==> config.mk <==
export PLATFORM = sky130hd
export DESIGN_NAME = seq_det_ctrl
export DESIGN_NICKNAME = d
export VERILOG_FILES = /design/src/rtl/seq_det_pkg.sv /design/src/rtl/seq_det_core.sv /design/src/rtl/seq_det_ctrl.sv
export SDC_FILE = /design/constraint.sdc
export NUM_CORES = 1
export LEC_CHECK = 0
export CAP_MARGIN = 15
export CORE_ASPECT_RATIO = 0.9
export CORE_MARGIN = 5
export CORE_UTILIZATION = 52
export DETAILED_ROUTE_END_ITERATION = 10
export GPL_ROUTABILITY_DRIVEN = 1
export GPL_TIMING_DRIVEN = 0
export PLACE_DENSITY = 0.84
export REMOVE_ABC_BUFFERS = 1
export SLEW_MARGIN = 0
export SYNTH_ARGS = -nofsm -noshare
export SYNTH_HDL_FRONTEND = slang
export SYNTH_HIERARCHICAL = 1
export SYNTH_SLANG_ARGS = --single-unit
==> constraint.sdc <==
create_clock -name Clk -period 2.65 [get_ports Clk]
set_input_delay 0.265 -clock Clk [delete_from_list [all_inputs] [get_ports Clk]]
set_output_delay 0.265 -clock Clk [all_outputs]
set_load 0.005 [all_outputs]
==> src/rtl/seq_det_pkg.sv <==
// ---------------------------------------------------------------------------
// seq_det_pkg
// Shared definitions for the serial sequence detector controller:
//   - state_t     : controller state encoding, also driven out on sta
//   - DEF_PAT     : reset pattern 4'b1010, zero-extended to the widest
//                   supported PAT_W; users take the low PAT_W bits
//   - PAT_W_MAX   : widest supported pattern
// ---------------------------------------------------------------------------
package seq_det_pkg;

    typedef enum logic [1:0] {
        ST_IDLE = 2'd0,
        ST_RUN  = 2'd1,
        ST_DONE = 2'd2,
        ST_BAD  = 2'd3
    } state_t;

    localparam int             PAT_W_MAX = 8;
    localparam logic [PAT_W_MAX-1:0] DEF_PAT = 8'b0000_1010;

endpackage

==> src/rtl/seq_det_core.sv <==
// ---------------------------------------------------------------------------
// seq_det_core
// Serial sample window, fill counter and pattern compare.
//
// Ports:
//   Clk    in   clock, rising edge
//   Rst    in   asynchronous active-low reset
//   i_clr  in   clear window and fill (run entry)
//   i_smp  in   accept i_bit this cycle (valid sample in RUN, no abort)
//   i_bit  in   serial data bit
//   i_ovl  in   1 = overlapping detection, 0 = restart fill after a match
//   i_pat  in   pattern, MSB is the first serial bit
//   o_hit  out  combinational: this cycle's sample completes a match
// ---------------------------------------------------------------------------
module seq_det_core
    import seq_det_pkg::*;
#(
    parameter int PAT_W = 4
) (
    input  logic             Clk,
    input  logic             Rst,
    input  logic             i_clr,
    input  logic             i_smp,
    input  logic             i_bit,
    input  logic             i_ovl,
    input  logic [PAT_W-1:0] i_pat,
    output logic             o_hit
);

    localparam logic [3:0] FULL = 4'(PAT_W);

    // Only the PAT_W-1 most recent bits need storing: the full window is
    // always evaluated together with the incoming bit.
    logic [PAT_W-2:0] r_win;
    logic [3:0]       r_fill;
    logic [PAT_W-1:0] w_win_nxt;
    logic [3:0]       w_fill_nxt;

    assign w_win_nxt  = {r_win, i_bit};
    assign w_fill_nxt = (r_fill == FULL) ? FULL : r_fill + 4'd1;
    assign o_hit      = i_smp && (w_fill_nxt == FULL) && (w_win_nxt == i_pat);

    always_ff @(posedge Clk or negedge Rst) begin
        if (!Rst) begin
            r_win  <= '0;
            r_fill <= '0;
        end else if (i_clr) begin
            r_win  <= '0;
            r_fill <= '0;
        end else if (i_smp) begin
            r_win  <= w_win_nxt[PAT_W-2:0];
            // Non-overlap: a fresh PAT_W bits are needed before the next hit.
            r_fill <= (o_hit && !i_ovl) ? 4'd0 : w_fill_nxt;
        end
    end

endmodule

==> src/rtl/seq_det_ctrl.sv <==
// ---------------------------------------------------------------------------
// seq_det_ctrl
// Run controller for a serial pattern detector. Latches configuration in
// IDLE, counts pattern matches in RUN and stops in DONE when a non-zero
// target count is reached.
//
// Optional build macro: SEQ_DET_CTRL_BITCNT_EN adds bit_cnt, a saturating
// 16-bit count of samples accepted in the current/last run.
//
// Ports:
//   Clk, Rst      clock / asynchronous active-low reset
//   cfg_we        configuration write strobe (IDLE only)
//   cfg_pat       pattern, MSB first on the serial line
//   cfg_ovl       1 = overlapping detection
//   cfg_target    match count that ends the run, 0 = unbounded
//   start, abort  one-cycle run request / stop request (abort wins)
//   In_vld, In    serial sample qualifier and data (used only in RUN)
//   busy          high in RUN
//   match         one-cycle pulse, one cycle after the matching sample
//   match_cnt     matches in the current or last run (saturating)
//   done          high in DONE
//   sta           state: IDLE=0, RUN=1, DONE=2
//   bit_cnt       (macro only) accepted sample count
// ---------------------------------------------------------------------------
module seq_det_ctrl
    import seq_det_pkg::*;
#(
    parameter int PAT_W = 4,
    parameter int CNT_W = 8
) (
    input  logic             Clk,
    input  logic             Rst,
    input  logic             cfg_we,
    input  logic [PAT_W-1:0] cfg_pat,
    input  logic             cfg_ovl,
    input  logic [CNT_W-1:0] cfg_target,
    input  logic             start,
    input  logic             abort,
    input  logic             In_vld,
    input  logic             In,
    output logic             busy,
    output logic             match,
    output logic [CNT_W-1:0] match_cnt,
    output logic             done,
`ifdef SEQ_DET_CTRL_BITCNT_EN
    output logic [15:0]      bit_cnt,
`endif
    output logic [1:0]       sta
);

    state_t           r_state;
    logic             r_busy;
    logic             r_done;
    logic             r_match;
    logic [CNT_W-1:0] r_cnt;
    logic [PAT_W-1:0] r_pat;
    logic             r_ovl;
    logic [CNT_W-1:0] r_target;

    logic             w_smp;
    logic             w_clr;
    logic             w_hit;
    logic [CNT_W-1:0] w_cnt_inc;

    // A sample is consumed only in RUN and only when the run is not being
    // aborted in the same cycle.
    assign w_smp     = (r_state == ST_RUN) && In_vld && !abort;
    assign w_clr     = ((r_state == ST_IDLE) || (r_state == ST_DONE)) && start && !abort;
    assign w_cnt_inc = (&r_cnt) ? r_cnt : r_cnt + 1'b1;

    seq_det_core #(
        .PAT_W (PAT_W)
    ) u_core (
        .Clk   (Clk),
        .Rst   (Rst),
        .i_clr (w_clr),
        .i_smp (w_smp),
        .i_bit (In),
        .i_ovl (r_ovl),
        .i_pat (r_pat),
        .o_hit (w_hit)
    );

    always_ff @(posedge Clk or negedge Rst) begin
        if (!Rst) begin
            r_state  <= ST_IDLE;
            r_busy   <= 1'b0;
            r_done   <= 1'b0;
            r_match  <= 1'b0;
            r_cnt    <= '0;
            r_pat    <= DEF_PAT[PAT_W-1:0];
            r_ovl    <= 1'b0;
            r_target <= '0;
        end else begin
            r_match <= 1'b0;
            case (r_state)
                ST_IDLE: begin
                    if (cfg_we) begin
                        r_pat    <= cfg_pat;
                        r_ovl    <= cfg_ovl;
                        r_target <= cfg_target;
                    end
                    if (start && !abort) begin
                        r_state <= ST_RUN;
                        r_busy  <= 1'b1;
                        r_cnt   <= '0;
                    end
                end
                ST_RUN: begin
                    if (abort) begin
                        r_state <= ST_IDLE;
                        r_busy  <= 1'b0;
                    end else if (w_hit) begin
                        r_match <= 1'b1;
                        r_cnt   <= w_cnt_inc;
                        if ((r_target != '0) && (w_cnt_inc == r_target)) begin
                            r_state <= ST_DONE;
                            r_busy  <= 1'b0;
                            r_done  <= 1'b1;
                        end
                    end
                end
                ST_DONE: begin
                    if (abort) begin
                        r_state <= ST_IDLE;
                        r_done  <= 1'b0;
                    end else if (start) begin
                        r_state <= ST_RUN;
                        r_done  <= 1'b0;
                        r_busy  <= 1'b1;
                        r_cnt   <= '0;
                    end
                end
                default: begin
                    r_state <= ST_IDLE;
                    r_busy  <= 1'b0;
                    r_done  <= 1'b0;
                end
            endcase
        end
    end

`ifdef SEQ_DET_CTRL_BITCNT_EN
    logic [15:0] r_bit_cnt;

    always_ff @(posedge Clk or negedge Rst) begin
        if (!Rst) begin
            r_bit_cnt <= '0;
        end else if (w_clr) begin
            r_bit_cnt <= '0;
        end else if (w_smp && !(&r_bit_cnt)) begin
            r_bit_cnt <= r_bit_cnt + 16'd1;
        end
    end

    assign bit_cnt = r_bit_cnt;
`endif

    assign busy      = r_busy;
    assign done      = r_done;
    assign match     = r_match;
    assign match_cnt = r_cnt;
    assign sta       = r_state;

endmodule

==> flow_summary.yaml <==
run_status:
  outcome: "complete, no violations"
grt:
  grt.overflow.total: 0
  grt_max_degree: 34
  antenna_found_initial: 0
  grt_pass1_vias: 1575
  grt_usage_pct: 19.3
  grt_pass1_wl_um: 7310
layout:
  nFillCells: 261
  drive_gt1_share_pct: 22.3
  regArea_sq_um: 833
  fin_area_sq_um: 2450
  areaGrowthSynthToFinish_pct: 28.5
  insertedDiodeCount: 0
  layout_common_cells: "clkdlybuf4s50_1 (30), dfrtp_1 (27), nand2_1 (13)"
  multi_input_area_sq_um: 1060
  layout_commonest_cell: "clkdlybuf4s50_1"
  layout.nets: 251
worst_setup_path:
  critPathLaunchType: "flop"
  timing.critical_path.buf_inv: 0
  required_ps: 2860
  cp_max_fo: 7
  max_stage_delay_ps: 590
  crit_slowest_cell: "or4b_1"
  arrival_ps: 2760
  end_kind: "flop"
  path_class: "flop to flop"
  cp_cell_sequence: "ha_2 -> and2_2 -> nand2_2 -> o311a_1 -> or4b_1 -> or4b_4 -> nand2_1"
  worst-r2r-setup-slack_ps: 100
  crit_family: "simple AND/OR/NAND/NOR gates"
synthesis:
  syn_area_per_cell_sq_um: 9.89
  syn_area_sq_um: 1910
  syn_inst: 193
  yosysTopAreaCell: "dfrtp_1"
  synth.distinct_cells: 52
  synth_edf_count: 0
  yosysSeqAreaShare_pct: 43.4
  ys_top_cells_by_area: "dfrtp_1 (41%), mux2_2 (7.1%), a21oi_1 (3.1%), dfstp_2 (2.8%), nor2_1 (2.8%)"
  synth_top_cell_area_share_pct: 40.7
  synth_flop_cell: "dfrtp_1"
  synth_seq_cells: 33
  synthArstFlopShare_pct: 100
  ys_warn_count: 6
placement:
  port_buffers: 32
  placed_cell_area_sq_um: 2240
  gp_congestion: 0.906
  place_hpwl_um: 3050
power_and_ir_drop:
  power.total_mw: 1.33
  p_leak_nw: 0.964
  p_per_area_nw_per_um2: 544
  irDropWorstVdd_mv: 0.379
sta:
  final-max-slew-violation-count: 0
  rsz0062_at_grt: "false"
  clock_skew_ps: 10.4
  worst_pin_slew_ps: 962
  fmax_mhz: 393
  hold_viol_final: 0
  fin_crit_sh_pct: 96.0
  period_minus_slack_ps: 2550
  slew_headroom_pct: 35.6
  tns_ps: 0
  finalSetupViolCount: 0
clocking:
  clockBufferDepth: 2
  cts_sinks: 33
  cts_inserted_buffers: 5
  cts.clk_slew.worst_paths_ps: 70
  insertion_delay_ps: 290
  cts_max_level: 2
  ctsHoldBuffers: 0
  tritoncts: "done"
  cts-root-buf: "clkbuf_8"
detailed_routing:
  dr_total_vias: 1644
  route.detailed.drc: 0
  drtIter0Drc: 132
  wl_per_cell_um: 16.4
  routed_wl_um: 4470
  final_antenna_net_count: 0
  first_pass_iters: 4
  viasPerCell: 6.02
floorplan:
  die_w_um: 73.9
  num_rows: 20
  die_area_sq_um: 4980
  core_area_sq_um: 3450
  start_util_pct: 55.3
  die_y_um: 67.5
  ios: 33
hold_path:
  hold_class: "primary input to async pin"
job:
  drv_cap: 0
what timing repair did:
action                                  in CTS  in global routing
resized for setup                           10                  9
setup buffers                                0                  4
endpoints found under the setup margin      13                 12
pin swaps                                    1                  5
synth_stat cells (2+ instances only):
cell type  number
inv_1           7
nor2_1         14
mux2_2         12
or4b_1          3
xnor2_1         4
ha_1            3
nor3b_1         2
dfrtp_1        31
a211oi_1        3
nor3_1          9
a21boi_0        3
nor4_1          2
o211ai_1        2
nand3_1         4
xor2_1          3
nand2_1        13
buf_4           4
mux2i_1         5
and4_2          2
and2_1          2
o21a_1          2
buf_2           2
clkbuf_1        2
dfstp_2         2
and3_1          3
o21ai_0         8
a21oi_1        12
nand4_1         2
a311oi_1        3
a31oi_1         7
layer usage:
layer  global-route usage (%)  part of all wire [%]  vias to the layer above
met4                     8.60                   1.5                        0
met2                     30.3                    47                       79
li1                         -                     -                      785
met5                        0                     0                        -
met1                     25.2                    43                      773
met3                     4.91                   8.4                        7
stage by stage:
stage	hold slack, ps	setup WS (ps)	cells	utilization, %
6_report	29.9	105	273	71.0
2_1_floorplan	-30.6	147	184	-
4_1_cts	57.0	31.5	269	69.5
3_5_place_dp	365	-713	261	64.9
5_1_grt	106	3.87	273	71.0
3_3_place_gp	487	-630	260	64.4
sequential cells by signal (all words and copies together) (netlist names):
register       count
r_target           8
match_cnt          8
r_ovl              1
r_pat              4
u_core/r_win       3
match              1
busy               1
u_core/r_fill      4
sta                2
done               1
cell families after synthesis:
kind of cell               synth area share (%)
buffers and inverters                      4.66
adders and majority gates                  1.97
DFF                                        43.4
and+or+nand+nor                            19.3
AOI/OAI and AO/OA                          17.7
muxes                                      9.71
xor gates and xnor gates                   3.21
worst register-to-register path, cell delays in order, from the launching register on:
cell and delay, ps:
dfrtp_2 410, ha_2 240, and2_2 270, nand2_2 80
o311a_1 290, or4b_1 590, or4b_4 510, nand2_1 80
final cells by class:
type,count,share of cell area (%)
flip-flops and latches,33,34.0
clock inverters,1,1.23
clock buffers,7,3.52
inverters,8,1.28
well taps,44,2.25
multi-input cells,143,43.1
repair buffers,37,14.7
worst paths after layout:
| check | depth (start not counted) | endpoint | start |
|---|---|---|---|
| setup / recovery | 7 | sta[1] | match_cnt[1] |
| min in group Clk | 4 | sta[1] | abort |
| max in group asynchronous | 1 | sta[1] | Rst |
| hold / removal | 1 | match_cnt[5] | Rst |
| hold reg to reg | 1 | u_core/r_fill[2] | r_ovl |
| setup reg to reg | 7 | sta[1] | match_cnt[1] |
report_power, final:
| group | internal (mW) | leakage, nW | switching, mW | total [mW] |
|---|---|---|---|---|
| combinational | 0.127 | 0.489 | 0.105 | 0.232 |
| clock | 0.306 | 0.0585 | 0.180 | 0.487 |
| sequential | 0.558 | 0.416 | 0.0568 | 0.615 |
| total | 0.991 | 0.964 | 0.342 | 1.33 |
No activity file was read; power rests on OpenSTA's default activity.
